## config.mk

```make
export PLATFORM = sky130hd
export DESIGN_NAME = conv_kxk_acc_flat
export DESIGN_NICKNAME = d
export VERILOG_FILES = /design/src/rtl/conv_kxk_acc_pkg.sv /design/src/rtl/conv_kxk_acc_if.sv /design/src/rtl/conv_kxk_acc_dot.sv /design/src/rtl/conv_kxk_acc.sv /design/src/flat_wrapper.sv
export SDC_FILE = /design/constraint.sdc
export NUM_CORES = 2
export LEC_CHECK = 0
export CORE_MARGIN = 10
export CORE_UTILIZATION = 59
export DETAILED_ROUTE_END_ITERATION = 8
export PLACE_DENSITY = 0.77
export SYNTH_ARGS = -nofsm -noshare
export SYNTH_HDL_FRONTEND = slang
export SYNTH_SLANG_ARGS = --single-unit
```

## constraint.sdc

```tcl
create_clock -name clk -period 14.6 [get_ports clk]
set_input_delay 4.38 -clock clk [delete_from_list [all_inputs] [get_ports clk]]
set_output_delay 4.38 -clock clk [all_outputs]
set_load 0.1 [all_outputs]
```

## src/rtl/conv_kxk_acc_pkg.sv

```systemverilog
// Shared types and helpers for the KxK convolution accumulator.
// Provides the FSM state enum, clog2, relu, sat_signed and ACC sizing.
package conv_pkg;

    typedef enum logic [2:0] {
        IDLE,
        LOAD_W,
        RUN,
        OUT,
        DONE
    } state_e;

    // Post-accumulation math runs at this width so bias add, relu,
    // shift and clamp cannot overflow for any legal ACC_WIDTH < 62.
    localparam int WIDE = 64;
    typedef logic signed [WIDE-1:0] wide_t;

    function automatic int clog2(input int n);
        int r;
        r = 0;
        while ((1 << r) < n) r++;
        return r;
    endfunction

    // Smallest accumulator that cannot wrap over K*K*CIN products.
    function automatic int acc_min_width(input int dw, input int k,
                                         input int cin);
        return 2 * dw + clog2(k * k * cin) + 1;
    endfunction

    function automatic wide_t relu(input wide_t v);
        return (v < 0) ? '0 : v;
    endfunction

    function automatic wide_t sat_signed(input wide_t v, input int w);
        wide_t hi;
        wide_t lo;
        hi = (wide_t'(1) <<< (w - 1)) - wide_t'(1);
        lo = ~hi;
        if (v > hi) return hi;
        if (v < lo) return lo;
        return v;
    endfunction

endpackage

```

## src/rtl/conv_kxk_acc_if.sv

```systemverilog
// Stream bundle for conv_kxk_acc: weight load, window input, result out.
// slave = engine side, master = producer/consumer side.
interface conv_kxk_acc_if #(
    parameter int DATA_WIDTH = 8,
    parameter int K          = 3,
    parameter int OUT_WIDTH  = 8
) ();

    logic                         weight_valid;
    logic                         weight_ready;
    logic [DATA_WIDTH-1:0]        weight_data;
    logic                         data_valid;
    logic                         data_ready;
    logic [K*K*DATA_WIDTH-1:0]    data_in;
    logic                         out_valid;
    logic                         out_ready;
    logic [OUT_WIDTH-1:0]         out_data;

    modport slave (
        input  weight_valid, weight_data,
        input  data_valid, data_in,
        input  out_ready,
        output weight_ready, data_ready,
        output out_valid, out_data
    );

    modport master (
        output weight_valid, weight_data,
        output data_valid, data_in,
        output out_ready,
        input  weight_ready, data_ready,
        input  out_valid, out_data
    );

endinterface

```

## src/rtl/conv_kxk_acc_dot.sv

```systemverilog
// Combinational signed KxK dot product, full precision, ACC_WIDTH result.
// Ports: w_i / win_i packed K*K signed words (index r*K+c), dot_o sum.
module conv_kxk_dot #(
    parameter int DATA_WIDTH = 8,
    parameter int K          = 3,
    parameter int ACC_WIDTH  = 32
) (
    input  logic [K*K*DATA_WIDTH-1:0]   w_i,
    input  logic [K*K*DATA_WIDTH-1:0]   win_i,
    output logic signed [ACC_WIDTH-1:0] dot_o
);

    localparam int PW = 2 * DATA_WIDTH;

    logic signed [PW-1:0] a;
    logic signed [PW-1:0] b;
    logic signed [PW-1:0] p;

    always_comb begin
        dot_o = '0;
        a     = '0;
        b     = '0;
        p     = '0;
        for (int i = 0; i < K * K; i++) begin
            a = {{DATA_WIDTH{w_i[i*DATA_WIDTH+DATA_WIDTH-1]}},
                 w_i[i*DATA_WIDTH +: DATA_WIDTH]};
            b = {{DATA_WIDTH{win_i[i*DATA_WIDTH+DATA_WIDTH-1]}},
                 win_i[i*DATA_WIDTH +: DATA_WIDTH]};
            p = a * b;
            dot_o = dot_o + {{(ACC_WIDTH-PW){p[PW-1]}}, p};
        end
    end

endmodule

```

## src/rtl/conv_kxk_acc.sv

```systemverilog
// KxK multi-channel convolution accumulator: CIN windows -> one pixel.
// Ports: clk, rst (async low), start/keep_weights/pix_count/shift/relu_en
// frame config, busy/done status, bus = weight/window/result streams.
module conv_kxk_acc
    import conv_pkg::*;
#(
    parameter int DATA_WIDTH = 8,
    parameter int K          = 3,
    parameter int CIN        = 4,
    parameter int ACC_WIDTH  = 32,
    parameter int OUT_WIDTH  = 8
) (
    input  logic        clk,
    input  logic        rst,
    input  logic        start,
    input  logic        keep_weights,
    input  logic [15:0] pix_count,
    input  logic [4:0]  shift,
    input  logic        relu_en,
    output logic        busy,
    output logic        done,
    conv_kxk_acc_if.slave bus
);

    localparam int KK = K * K;
    localparam int CW = (CIN > 1) ? clog2(CIN) : 1;
    localparam int PW = (KK > 1) ? clog2(KK) : 1;

    typedef logic [CIN-1:0][KK-1:0][DATA_WIDTH-1:0] wbank_t;

    state_e state_q, state_d;

    wbank_t                       w_q, w_d;
    logic signed [ACC_WIDTH-1:0]  bias_q, bias_d;
    logic [CW-1:0]                wch_q, wch_d;
    logic [PW-1:0]                wpix_q, wpix_d;
    logic                         wbias_q, wbias_d;
    logic                         loaded_q, loaded_d;
    logic signed [ACC_WIDTH-1:0]  acc_q, acc_d;
    logic [CW-1:0]                ch_q, ch_d;
    logic [15:0]                  pix_idx_q, pix_idx_d;
    logic [15:0]                  pix_cnt_q, pix_cnt_d;
    logic [4:0]                   shift_q, shift_d;
    logic                         relu_q, relu_d;
    logic [OUT_WIDTH-1:0]         out_q, out_d;

    logic signed [ACC_WIDTH-1:0]  dot;
    logic signed [ACC_WIDTH-1:0]  acc_base;
    wide_t                        v;

    conv_kxk_dot #(
        .DATA_WIDTH (DATA_WIDTH),
        .K          (K),
        .ACC_WIDTH  (ACC_WIDTH)
    ) u_dot (
        .w_i   (w_q[ch_q]),
        .win_i (bus.data_in),
        .dot_o (dot)
    );

    assign busy             = (state_q != IDLE);
    assign done             = (state_q == DONE);
    assign bus.weight_ready = (state_q == LOAD_W);
    assign bus.data_ready   = (state_q == RUN);
    assign bus.out_valid    = (state_q == OUT);
    assign bus.out_data     = out_q;

    // Channel 0 restarts the sum, so the stale accumulator is ignored.
    assign acc_base = (ch_q == '0) ? '0 : acc_q;

    always_comb begin
        v = {{(WIDE-ACC_WIDTH){acc_base[ACC_WIDTH-1]}}, acc_base}
          + {{(WIDE-ACC_WIDTH){dot[ACC_WIDTH-1]}}, dot}
          + {{(WIDE-ACC_WIDTH){bias_q[ACC_WIDTH-1]}}, bias_q};
        if (relu_q) v = relu(v);
        v = v >>> shift_q;
    end

    always_comb begin
        state_d   = state_q;
        w_d       = w_q;
        bias_d    = bias_q;
        wch_d     = wch_q;
        wpix_d    = wpix_q;
        wbias_d   = wbias_q;
        loaded_d  = loaded_q;
        acc_d     = acc_q;
        ch_d      = ch_q;
        pix_idx_d = pix_idx_q;
        pix_cnt_d = pix_cnt_q;
        shift_d   = shift_q;
        relu_d    = relu_q;
        out_d     = out_q;
        unique case (state_q)
            IDLE: begin
                if (start) begin
                    pix_cnt_d = (pix_count == '0) ? 16'd1 : pix_count;
                    shift_d   = shift;
                    relu_d    = relu_en;
                    pix_idx_d = '0;
                    ch_d      = '0;
                    if (keep_weights && loaded_q) begin
                        state_d = RUN;
                    end else begin
                        state_d  = LOAD_W;
                        loaded_d = 1'b0;
                        wch_d    = '0;
                        wpix_d   = '0;
                        wbias_d  = 1'b0;
                    end
                end
            end
            LOAD_W: begin
                if (bus.weight_valid) begin
                    if (wbias_q) begin
                        bias_d = {{(ACC_WIDTH-DATA_WIDTH)
                                  {bus.weight_data[DATA_WIDTH-1]}},
                                  bus.weight_data};
                        loaded_d = 1'b1;
                        state_d  = RUN;
                    end else begin
                        w_d[wch_q][wpix_q] = bus.weight_data;
                        if (wpix_q == PW'(KK - 1)) begin
                            wpix_d = '0;
                            if (wch_q == CW'(CIN - 1)) wbias_d = 1'b1;
                            else wch_d = wch_q + CW'(1);
                        end else begin
                            wpix_d = wpix_q + PW'(1);
                        end
                    end
                end
            end
            RUN: begin
                if (bus.data_valid) begin
                    acc_d = acc_base + dot;
                    if (ch_q == CW'(CIN - 1)) begin
                        out_d   = OUT_WIDTH'(sat_signed(v, OUT_WIDTH));
                        ch_d    = '0;
                        state_d = OUT;
                    end else begin
                        ch_d = ch_q + CW'(1);
                    end
                end
            end
            OUT: begin
                if (bus.out_ready) begin
                    if (pix_idx_q == pix_cnt_q - 16'd1) begin
                        state_d = DONE;
                    end else begin
                        pix_idx_d = pix_idx_q + 16'd1;
                        state_d   = RUN;
                    end
                end
            end
            DONE: begin
                pix_idx_d = '0;
                state_d   = IDLE;
            end
            default: state_d = IDLE;
        endcase
    end

    always_ff @(posedge clk or negedge rst) begin
        if (!rst) state_q <= IDLE;
        else      state_q <= state_d;
    end

    always_ff @(posedge clk or negedge rst) begin
        if (!rst) begin
            w_q       <= '0;
            bias_q    <= '0;
            wch_q     <= '0;
            wpix_q    <= '0;
            wbias_q   <= 1'b0;
            loaded_q  <= 1'b0;
            acc_q     <= '0;
            ch_q      <= '0;
            pix_idx_q <= '0;
            pix_cnt_q <= '0;
            shift_q   <= '0;
            relu_q    <= 1'b0;
            out_q     <= '0;
        end else begin
            w_q       <= w_d;
            bias_q    <= bias_d;
            wch_q     <= wch_d;
            wpix_q    <= wpix_d;
            wbias_q   <= wbias_d;
            loaded_q  <= loaded_d;
            acc_q     <= acc_d;
            ch_q      <= ch_d;
            pix_idx_q <= pix_idx_d;
            pix_cnt_q <= pix_cnt_d;
            shift_q   <= shift_d;
            relu_q    <= relu_d;
            out_q     <= out_d;
        end
    end

endmodule

```

## src/flat_wrapper.sv

```systemverilog
// flat-port wrapper written by rule: the top's interface ports become plain ports
module conv_kxk_acc_flat import conv_pkg::*;
#(
    parameter int DATA_WIDTH = 8,
    parameter int K          = 3,
    parameter int CIN        = 4,
    parameter int ACC_WIDTH  = 32,
    parameter int OUT_WIDTH  = 8
)
  (clk, rst, start, keep_weights, pix_count, shift, relu_en, busy, done, bus_weight_valid, bus_weight_data, bus_data_valid, bus_data_in, bus_out_ready, bus_weight_ready, bus_data_ready, bus_out_valid, bus_out_data);
  conv_kxk_acc_if #(.DATA_WIDTH(DATA_WIDTH), .K(K), .OUT_WIDTH(OUT_WIDTH)) bus_i ();
  input  logic clk;
  input  logic rst;
  input  logic start;
  input  logic keep_weights;
  input  logic [15:0] pix_count;
  input  logic [4:0] shift;
  input  logic relu_en;
  output logic busy;
  output logic done;
  input wire logic [$bits(bus_i.weight_valid)-1:0] bus_weight_valid;
  input wire logic [$bits(bus_i.weight_data)-1:0] bus_weight_data;
  input wire logic [$bits(bus_i.data_valid)-1:0] bus_data_valid;
  input wire logic [$bits(bus_i.data_in)-1:0] bus_data_in;
  input wire logic [$bits(bus_i.out_ready)-1:0] bus_out_ready;
  output wire logic [$bits(bus_i.weight_ready)-1:0] bus_weight_ready;
  output wire logic [$bits(bus_i.data_ready)-1:0] bus_data_ready;
  output wire logic [$bits(bus_i.out_valid)-1:0] bus_out_valid;
  output wire logic [$bits(bus_i.out_data)-1:0] bus_out_data;
  assign bus_i.weight_valid = bus_weight_valid;
  assign bus_i.weight_data = bus_weight_data;
  assign bus_i.data_valid = bus_data_valid;
  assign bus_i.data_in = bus_data_in;
  assign bus_i.out_ready = bus_out_ready;
  assign bus_weight_ready = bus_i.weight_ready;
  assign bus_data_ready = bus_i.data_ready;
  assign bus_out_valid = bus_i.out_valid;
  assign bus_out_data = bus_i.out_data;
  conv_kxk_acc #(.DATA_WIDTH(DATA_WIDTH), .K(K), .CIN(CIN), .ACC_WIDTH(ACC_WIDTH), .OUT_WIDTH(OUT_WIDTH)) u_core (.clk(clk), .rst(rst), .start(start), .keep_weights(keep_weights), .pix_count(pix_count), .shift(shift), .relu_en(relu_en), .busy(busy), .done(done), .bus(bus_i));
endmodule
```

==> impl_metrics.yaml <==
worst_setup_path:
  crit_top_cell: "fa_1"
  critical_path_class: "in -> reg"
  required_ns: 15.05
  crit_path_max_fanout: 7
  cp.arrival_ns: 16.73
  r2r_start: "u_core.ch_q[0]"
  critPathTopFamily: "adder cells"
  critPathBufInv: 11
  r2r_slack_ns: 0.55
  max_stage_delay_ns: 0.56
  critPathLaunchType: "primary input"
  r2r-end: "u_core.bus.out_data[1]"
  cp_slowest_cell: "fa_1"
  reg2regPathDepth: 51
  crit_path_end_kind: "flip-flop"
floorplanning:
  initial_core_util_pct: 59.5
  rows: 107
  io_pins: 122
  dieArea_um2: 98200
  dieHeight_um: 313
  die_w_um: 313
  coreArea_um2: 85300
timing:
  tightest_slew_ns: 1.08
  hold_viol: 0
  grt_setup_unrepaired: "yes"
  slew_violations: 0
  timing.final.crit_period_ns: 16.27
  max_freq_mhz: 61.5
  post-route-period-util_pct: 111
  setup_viol: 8
  relSlewSlack_pct: 28.1
  setup_ws_ns: -1.67
  clock_skew_ns: 0.0229
cells_and_area:
  layout_common_cells: "1012 x inv_1, 829 x fa_1, 565 x buf_4, 385 x dfrtp_1, 346 x nand2_1"
  syn_to_final_growth_pct: 18.0
  layout-drive-gt1-share_pct: 25.7
  final_common_cell: "inv_1"
  layout.nets: 6774
synth:
  yosysUniqueCellTypes: 100
  yosys_warnings: 0
  synth_mux_area_share_pct: 11.5
  yosys_register_bits: 387
  synth_edf_count: 0
  async_flop_share_pct: 100
  synthFlopType: "dfrtp_1"
  synth_seq_area_share_pct: 19.1
  synth_compound_area_share_pct: 6.37
  synthCells: 4932
  syn_avg_cell_area_um2: 10.3
  synth_top_family_by_area: "adder cells"
  synth_nets: 6155
  synth_xor_area_share_pct: 1.71
  synth-simple-area-share_pct: 12.3
  synth_fa_ha_area_share_pct: 39.9
  syn_area_um2: 50800
clock_tree:
  clockBufferDepth: 3
  cts_root_buf: "clkbuf_16"
  clk_latency_ns: 0.59
  cts_made_buffers: 39
  htreeDepth: 2
  cts_tree: "done"
  cts_sinks: 387
  postCtsHoldBufs: 0
  clk_pin_slew_ns: 0.06
route:
  drt-wirelength-per-cell_um: 20.3
  ant_nets: 0
  via_per_inst: 5.63
  dr_wl_met3_um: 9640
  wl_met1_um: 53200
  wl_met2_um: 67600
  drc: 0
  dr_total_vias: 37915
  dr.max_layer_used: "met5"
  first_pass_iters: 5
  wl_um: 136000
  drtIter0Drc: 2775
global_route:
  grt_antenna_before_repair: 11
  grt_pass1_wl_um: 219000
  grt_max_degree: 105
  grt.overflow.total: 0
  grt_util_all_layers_pct: 28.2
  grt_pass1_vias: 40685
hold_path:
  hold_path.startpoint: "u_core.acc_q[23]"
  min_path_type: "reg -> reg"
  min_to: "u_core.acc_q[23]"
  hold_path_depth: 2
placement:
  gp_congestion: 0.941
  io_buffers: 121
  preCtsSetupSlack_ns: -3.05
  dp_hpwl_um: 110000
run_status:
  status: "complete, but fails checks"
  violations: "setup timing"
flow_run:
  max-cap-violations: 0
## metrics by stage
stage	std cells	area, um2	TNS, ns	utilization [%]	hold WS [ns]
4_1_cts	6718	59400	-11.03	69.7	0.483
5_1_grt	6726	59900	-14.42	70.2	0.509
6_report	6731	59900	-11.99	70.2	0.480
2_1_floorplan	4932	50900	-11.43	-	0.442
3_3_place_gp	6617	57300	-24.74	67.2	0.457
3_5_place_dp	6617	57300	-27.26	67.2	0.467
## tightest hold or removal path: cells and delay by family (launching register included)
kind / cells / cell delay, ns
DFF: 1 / 0.34
AOI/OAI and AO/OA: 1 / 0.06
and+or+nand+nor: 1 / 0.04
## cells by family (layout without fill, tap and decap cells)
kind of cell / after synthesis / in the layout
buffers and inverters: 1211 / 1859
AND/OR/NAND/NOR: 1209 / 1209
other: 0 / 7
multiplexers: 440 / 440
flip-flops: 387 / 387
adder cells (fa/ha/maj): 1114 / 1114
XOR/XNOR: 99 / 99
AO/OA/AOI/OAI: 472 / 472
## flip-flops by register name, summed over array words and instances, names as in the netlist
name and flops:
u_core.wbias_q 1, u_core.wch_q 2, u_core.pix_cnt_q 16, u_core.pix_idx_q 16
u_core.shift_q 5, u_core.acc_q 32, u_core.relu_q 1, u_core.wpix_q 4
u_core.bias_q 8, u_core.bus.out_data 8, u_core.state_q 3, u_core.ch_q 2
u_core.w_q 288, u_core.loaded_q 1
## cell type report
cell class                 instances  area [um2]
tap                             1144        1430
clock buffer                      53        1120
timing repair buffer             719        5760
multi-input combinational       3334       37600
antenna                            7        17.5
clock inverter                    17         236
fill                            6044       25400
inverter                        1070        4020
sequential                       387        9690
## metal layers
layer | vias up | GRT usage [%]
li1 | 16882 | -
met1 | 19393 | 35.8
met2 | 1343 | 47.4
met3 | 293 | 5.26
met4 | 4 | 11.4
met5 | - | 0
## synthesized netlist by cell type (12+ instances only)
library cell	instances	share of area, %
inv_1	1066	7.9
fa_1	842	33
dfrtp_1	387	19
nand2_1	367	2.7
and2_1	338	4.2
mux2_2	331	7.3
ha_1	272	6.7
nor2_1	134	0.99
o21ai_0	108	1.1
clkbuf_1	95	0.70
a21oi_1	91	0.90
mux4_2	83	3.7
nand2b_1	71	0.88
xnor2_1	64	1.1
nand3_1	58	0.57
nor2b_1	57	0.70
nor3_1	50	0.49
xor2_1	35	0.60
nand4_1	28	0.35
buf_1	27	0.20
a21o_1	26	0.38
mux2i_1	26	0.51
and3_1	25	0.31
or3_1	24	0.30
o211ai_1	22	0.33
o21bai_1	20	0.30
o22ai_1	19	0.23
a211oi_1	18	0.27
a31oi_1	16	0.20
o21a_1	16	0.24
o21ai_1	14	0.14
buf_2	12	0.12
nor4_1	12	0.15
## worst max path at each step
stage               cells past startpoint            start                     end
floorplan                              47  bus_data_in[57]  u_core.bus.out_data[6]
finish                                 50  bus_data_in[43]  u_core.bus.out_data[1]
global placement                       50  bus_data_in[64]  u_core.bus.out_data[6]
CTS                                    53  bus_data_in[34]  u_core.bus.out_data[1]
global route                           51   bus_data_in[0]  u_core.bus.out_data[1]
detailed placement                     51  bus_data_in[34]  u_core.bus.out_data[6]
## timing repair
action                                  in CTS  in global routing
endpoints found under the setup margin      12                 13
resized for setup                          395                189
pin swaps                                  184                167
buffers inserted                            31                 13
Power is left out: the tool's default activity adds up to more than one toggle a clock period on the data nets, which glitch-free logic cannot reach.
